==> src/rtl/lc3b_mem_arbiter.sv <==
// Two-port to one-port memory arbiter for the pipelined LC-3b core: serializes fetch and data accesses.
// Optional grant counters are built only when ARB_PERF_EN is defined; otherwise both count outputs read 0.
module lc3b_mem_arbiter #(
  parameter int CNT_WIDTH = 16
) (
  input  logic                 i_clk,
  input  logic                 i_reset,
  input  logic                 i_imem_read,
  input  logic [15:0]          i_imem_address,
  output logic [15:0]          o_imem_rdata,
  output logic                 o_imem_resp,
  input  logic                 i_mem_read,
  input  logic                 i_mem_write,
  input  logic [15:0]          i_mem_address,
  input  logic [15:0]          i_mem_wdata,
  input  logic [1:0]           i_mem_byte_enable,
  output logic [15:0]          o_mem_rdata,
  output logic                 o_mem_resp,
  output logic                 o_pmem_read,
  output logic                 o_pmem_write,
  output logic [15:0]          o_pmem_address,
  output logic [15:0]          o_pmem_wdata,
  output logic [1:0]           o_pmem_byte_enable,
  input  logic [15:0]          i_pmem_rdata,
  input  logic                 i_pmem_resp,
  output logic [CNT_WIDTH-1:0] o_imem_grant_count,
  output logic [CNT_WIDTH-1:0] o_dmem_grant_count
);

  typedef enum logic [1:0] {
    IDLE,
    SERVE_I,
    SERVE_D
  } state_t;

  state_t r_state;
  logic   r_last_grant_d;
  logic   r_pmem_read;
  logic   r_pmem_write;

  logic w_i_req;
  logic w_d_req;
  logic w_grant_i;
  logic w_i_done;
  logic w_d_done;

  assign w_i_req   = i_imem_read;
  assign w_d_req   = i_mem_read | i_mem_write;
  // On a tie the port that was not served last wins.
  assign w_grant_i = w_i_req & (~w_d_req | r_last_grant_d);
  assign w_i_done  = (r_state == SERVE_I) & i_pmem_resp;
  assign w_d_done  = (r_state == SERVE_D) & i_pmem_resp;

  // Commands are latched at grant so a requester dropping mid-access cannot abort the downstream cycle.
  always_ff @(posedge i_clk or posedge i_reset) begin
    if (i_reset) begin
      r_state        <= IDLE;
      r_last_grant_d <= 1'b0;
      r_pmem_read    <= 1'b0;
      r_pmem_write   <= 1'b0;
    end else begin
      case (r_state)
        IDLE: begin
          if (w_grant_i) begin
            r_state      <= SERVE_I;
            r_pmem_read  <= 1'b1;
            r_pmem_write <= 1'b0;
          end else if (w_d_req) begin
            r_state      <= SERVE_D;
            r_pmem_read  <= i_mem_read & ~i_mem_write;
            r_pmem_write <= i_mem_write;
          end
        end
        SERVE_I: begin
          if (i_pmem_resp) begin
            r_state        <= IDLE;
            r_last_grant_d <= 1'b0;
            r_pmem_read    <= 1'b0;
            r_pmem_write   <= 1'b0;
          end
        end
        SERVE_D: begin
          if (i_pmem_resp) begin
            r_state        <= IDLE;
            r_last_grant_d <= 1'b1;
            r_pmem_read    <= 1'b0;
            r_pmem_write   <= 1'b0;
          end
        end
        default: begin
          r_state      <= IDLE;
          r_pmem_read  <= 1'b0;
          r_pmem_write <= 1'b0;
        end
      endcase
    end
  end

  always_comb begin
    o_pmem_address     = 16'h0000;
    o_pmem_wdata       = 16'h0000;
    o_pmem_byte_enable = 2'b00;
    case (r_state)
      SERVE_I: begin
        o_pmem_address     = i_imem_address;
        o_pmem_byte_enable = 2'b11;
      end
      SERVE_D: begin
        o_pmem_address     = i_mem_address;
        o_pmem_wdata       = i_mem_wdata;
        o_pmem_byte_enable = i_mem_byte_enable;
      end
      default: begin
        o_pmem_address     = 16'h0000;
        o_pmem_wdata       = 16'h0000;
        o_pmem_byte_enable = 2'b00;
      end
    endcase
  end

  assign o_pmem_read  = r_pmem_read;
  assign o_pmem_write = r_pmem_write;
  assign o_imem_resp  = w_i_done;
  assign o_mem_resp   = w_d_done;
  assign o_imem_rdata = i_pmem_rdata;
  assign o_mem_rdata  = i_pmem_rdata;

`ifdef ARB_PERF_EN
  logic [CNT_WIDTH-1:0] r_imem_cnt;
  logic [CNT_WIDTH-1:0] r_dmem_cnt;

  // Completed-transaction counters; they wrap naturally at 2^CNT_WIDTH.
  always_ff @(posedge i_clk or posedge i_reset) begin
    if (i_reset) begin
      r_imem_cnt <= '0;
      r_dmem_cnt <= '0;
    end else begin
      if (w_i_done) r_imem_cnt <= r_imem_cnt + CNT_WIDTH'(1);
      if (w_d_done) r_dmem_cnt <= r_dmem_cnt + CNT_WIDTH'(1);
    end
  end

  assign o_imem_grant_count = r_imem_cnt;
  assign o_dmem_grant_count = r_dmem_cnt;
`else
  assign o_imem_grant_count = '0;
  assign o_dmem_grant_count = '0;
`endif

endmodule
==> config.mk <==
export PLATFORM = sky130hd
export DESIGN_NAME = lc3b_mem_arbiter
export DESIGN_NICKNAME = d
export VERILOG_FILES = /design/src/rtl/lc3b_mem_arbiter.sv
export SDC_FILE = /design/constraint.sdc
export NUM_CORES = 1
export LEC_CHECK = 0
export BUFFER_PORTS_ARGS = -buffer_cell sky130_fd_sc_hd__buf_2
export CORE_ASPECT_RATIO = 2
export CORE_MARGIN = 5
export CORE_UTILIZATION = 33
export CTS_BUF_LIST = sky130_fd_sc_hd__clkbuf_16
export DETAILED_ROUTE_END_ITERATION = 6
export PLACE_DENSITY = 0.85
export SLEW_MARGIN = 40
export SYNTH_ARGS = -nofsm -noshare
export SYNTH_HDL_FRONTEND = slang
export SYNTH_SLANG_ARGS = --single-unit
==> constraint.sdc <==
create_clock -name i_clk -period 4.4 [get_ports i_clk]
set_input_delay 1.32 -clock i_clk [delete_from_list [all_inputs] [get_ports i_clk]]
set_output_delay 1.32 -clock i_clk [all_outputs]
set_load 0.02 [all_outputs]
# == Yosys cells after proc, flatten, opt, wreduce, memory -nomap -nowiden ==
# Cells that the tools add are included.
# totals
output_inout_bits,102
register_bits,5
elab_cells,39
input_bits,72
# classes
eq_ne,6
mux,16
reduce_logical,5
bitwise_logic,8
# op_table
op,count
$pmux 16 s2,1
$mux 16,1
$pmux 2 s2,2
$mux 1,6
$mux 2,3
$pmux 1 s2,3
$and 1x1->1,4
$ne 2x2->1 const B,2
$ne 3x3->1 const B,1
$reduce_and 3->1,1
$eq 2x1->1 const B,1
$eq 2x2->1 const B,1
$logic_not 2->1,1
$ne 2x1->1 const B,1
$not 1->1,2
$or 1x1->1,2
$reduce_and 2->1,1
$reduce_bool 2->1,1
$reduce_or 2->1,1

# == Longest topological paths before layout ==
# logic_depth
depth_word,6
mapped_depth,6
depth_no_buf,5

# == Least setup slack after synthesis ==
# OpenSTA, ideal clock, no wires.
# synth_path
path_kind,input port to output port
from,in i_mem_address[10]
to,out o_pmem_address[10]
arrival_ps,1707
path_slack_ps,1373
n_path_buf,0
required_ps,3080
path_stages,2
path_cell_list,a22oi_1 -> nor2b_1
# synth_between
elab_chain_cells,1
# synth_lines
element,line_no,source
from (decl),14,"input logic [15:0] i_mem_address,"
$pmux 16 s2,103,case (r_state)
to (decl),21,"output logic [15:0] o_pmem_address,"
# Every way passes these cells.

# == Worst setup path after layout ==
# layout_path
from,reg r_state[0]
to,out o_pmem_address[4]
# layout_between
elab_chain_cells,2
word_cells_on_any_way,3
classes_between,2 x eq/ne; 1 x mux
# layout_lines
element,line_no,source
from (decl),36,state_t r_state;
from (signal assigned),57,r_state <= IDLE;
from (signal assigned),65,r_state <= SERVE_I;
from (signal assigned),69,r_state <= SERVE_D;
$eq 2x2->1 / $eq 2x1->1 (equally long branches),103,
$pmux 16 s2 (*),103,
# Every way passes the cells marked *; elsewhere a longest branch is shown, timed or not.

==> out/metrics.csv <==
stage,metric,value,unit
finish,final_nets,295,
yosys,synth_cell_types,25,
yosys,synth_cells,162,
power_and_ir_drop,internal-power,408,µW
clock_network,clock-root-buffer,clkbuf_16,
global_routing,track_usage,14.1,%
timing,relSlewSlack,50.0,%
global_routing,antenna_found_initial,0,
die,ios,174,
power_and_ir_drop,pwr_density_cell,591,nW/µm²
drt,route.detailed.drc,0,
timing,period_needed,3.27,ns
yosys,yosysWarningCount,0,
finish,antenna_cells,0,
power_and_ir_drop,fin_total_pwr,827,µW
yosys,synth_top_area_share,40.9,%
die,start_util,33.4,%
worst_setup_path,start_kind,flip-flop,
drt,drt_iter0_drc,37,
drt,routed_wl,3600,µm
power_and_ir_drop,combPwrFrac,71.9,%
timing,finClkSkew,0.00163,ns
worst_setup_path,slowest_stage,ha_1,
die,dieArea,4990,µm²
yosys,yosysMostFrequentCell,buf_4,
global_routing,grt_pass1_vias,1197,
die,rows,31,
yosys,netlist_top_cells_count,"65 x buf_4, 19 x nor2b_1, 17 x and2_1",
yosys,yosysSeqAreaShare,10.5,%
timing,rsz0062_at_grt,no,
timing,fmax,0.306,GHz
worst_setup_path,critical_path_required,3.08,ns
job,drv_cap,0,
drt,drt-vias-per-instance,4.47,
die,die_w,52.5,µm
clock_network,path_clk_slew,0.03,ns
worst_setup_path,rrSetupSlack,2.50,ns
placed_design,port_buffers,93,
drt,drt.antenna.violating_nets,0,
die,core_area,3570,µm²
timing,setup_tns,0,ns
drt,dr_total_vias,1199,
clock_network,cts.htree.levels,1,
global_routing,gr-total-overflow,0,
clock_network,clock_sinks,5,
clock_network,cts_resized,0,
finish,drive_above_1_share,44.3,%
outcome,status,finished clean,
die,die_h,95.0,µm
worst_setup_path,path_cells,inv_1 > ha_1 > buf_4 > a22oi_1 > nor2b_1 > buf_2,
global_routing,grt_pass1_wl,5350,µm
placed_design,place_hpwl,2950,µm
clock_network,tritoncts,done,
timing,worstMarginPinSlew,0.750,ns
clock_network,worstSkewPairLatency,0.23,ns
yosys,yosys_register_bits,5,
yosys,yosysTopAreaCell,buf_4,
placed_design,place_congestion,0.731,
worst_hold_path,hp-class,reg2reg,
clock_network,cts_setup_buffers,0,
worst_setup_path,cp_slowest_stage_delay,0.41,ns
power_and_ir_drop,p_seq_share,10.3,%
worst_setup_path,cp_max_fo,21,
finish,areaGrowthSynthToFinish,17.4,%
clock_network,clk_path_buf_depth,2,
yosys,synth_ff_type,dfrtp_1,
timing,drv_slew,0,
clock_network,holdBufCountCts,0,
worst_setup_path,path_class,reg2out,
clock_network,cts_buffers,3,
yosys,yosys-top-cells-area,"buf_4 41%, dfrtp_1 10%, a22oi_1 10%",
power_and_ir_drop,p_sw_share,50.6,%
drt,first_pass_iters,4,
timing,setup_viol,0,
power_and_ir_drop,leakage,0.000837,µW
yosys,synth_edf_count,0,
timing,fin_crit_sh,74.2,%
global_routing,grt_max_degree,22,
timing,hold_viol_final,0,
yosys,synth.avg_cell_area,7.36,µm²
yosys,netlist_area,1190,µm²
yosys,async_flop_share,100,%
power_and_ir_drop,peakVddDrop,430,µV
drt,wire_per_inst,13.4,µm
power_and_ir_drop,p_switching,419,µW
finish,fillers,408,
power_and_ir_drop,p_clk_share,17.8,%
worst_setup_path,worstPathArrival,1.95,ns
worst_setup_path,end_kind,primary output,
## registers in the layout, summed over array words and instances (netlist names)
signal and flops:
r_last_grant_d 1, o_pmem_read 1, o_pmem_write 1, r_state 2
## power groups by stage
stage               sequential [µW]  clock, µW  combinational [µW]
finish                         85.2        147                 594
CTS                            85.1        148                 608
floorplan                      88.9          0                 484
global placement               83.8          0                 591
global route                   88.0        151                 658
detailed placement             85.0          0                 603
## critical path: cells and delay by family, from the launching register on
kind | cells | cell delay, ns
fa+ha+maj | 1 | 0.41
simple gates | 1 | 0.16
compound gates | 1 | 0.13
buf+inv | 3 | 0.62
flops | 1 | 0.40
## metrics by stage
| stage | util, % | area, µm² | setup WS [ns] | hold WS [ns] | std cells |
|---|---|---|---|---|---|
| global route | 39.2 | 1400 | 0.899 | 0.538 | 268 |
| floorplan | - | 1310 | 1.37 | 0.481 | 193 |
| finish | 39.2 | 1400 | 1.13 | 0.527 | 268 |
| global placement | 37.0 | 1320 | 1.27 | 0.517 | 264 |
| CTS | 39.2 | 1400 | 1.05 | 0.531 | 268 |
| detailed placement | 37.0 | 1320 | 1.23 | 0.524 | 264 |
## logic make-up after synthesis
kind of cell | count (synthesis) | share of synthesized area (%)
compound gates | 30 | 18.3
other cells | 1 | 0.314
simple gates | 43 | 21.5
fa+ha+maj | 3 | 3.15
flops | 5 | 10.5
buf+inv | 80 | 46.3
## layout by cell type, fill, tap and decap left out, drive strengths merged
master / netlist / routed
nand3: 2 / 2
o22ai: 1 / 1
dfrtp: 5 / 5
nand2b: 1 / 1
o211a: 1 / 1
a21oi: 2 / 2
o211ai: 1 / 1
inv: 8 / 9
a21o: 1 / 1
a22oi: 16 / 16
ha: 3 / 3
a21boi: 1 / 1
nor2: 2 / 2
o21ai: 3 / 3
a32oi: 1 / 1
buf: 71 / 94
conb: 1 / 32
o2bb2ai: 1 / 1
nor2b: 19 / 19
nand2: 2 / 2
clkbuf: 1 / 3
o2111ai: 1 / 1
o21bai: 1 / 1
and2: 17 / 17
## routing by layer
metal  track usage, %  wire length [µm]  up-vias
met4             10.0               181        0
met2             27.5              2000       75
li1                 -                 -      546
met1             12.6              1060      545
met5                0                 0        -
met3            0.939               353       33
## layout make-up
class	count	area, µm²	area share (%)
multi-input cells	108	632	45.1
repair buffers	94	473	33.8
flip-flops and latches	5	125	8.94
clock buffers	3	75.1	5.36
well taps	49	61.3	4.38
inverters	8	30.0	2.14
clock inverters	1	3.75	0.268
## path summary, 6_finish.rpt
check | start | to | cells after the start
worst min register to register | r_state[1] | r_state[1] | 1
worst max-delay path | r_state[0] | o_pmem_address[4] | 6
worst min-delay path | r_state[1] | r_state[1] | 1
worst max register to register | r_state[0] | r_state[0] | 5
min in group asynchronous | i_reset | r_state[1] | 2
max in group asynchronous | i_reset | r_last_grant_d | 2
(Power assumes the default switching activity.)
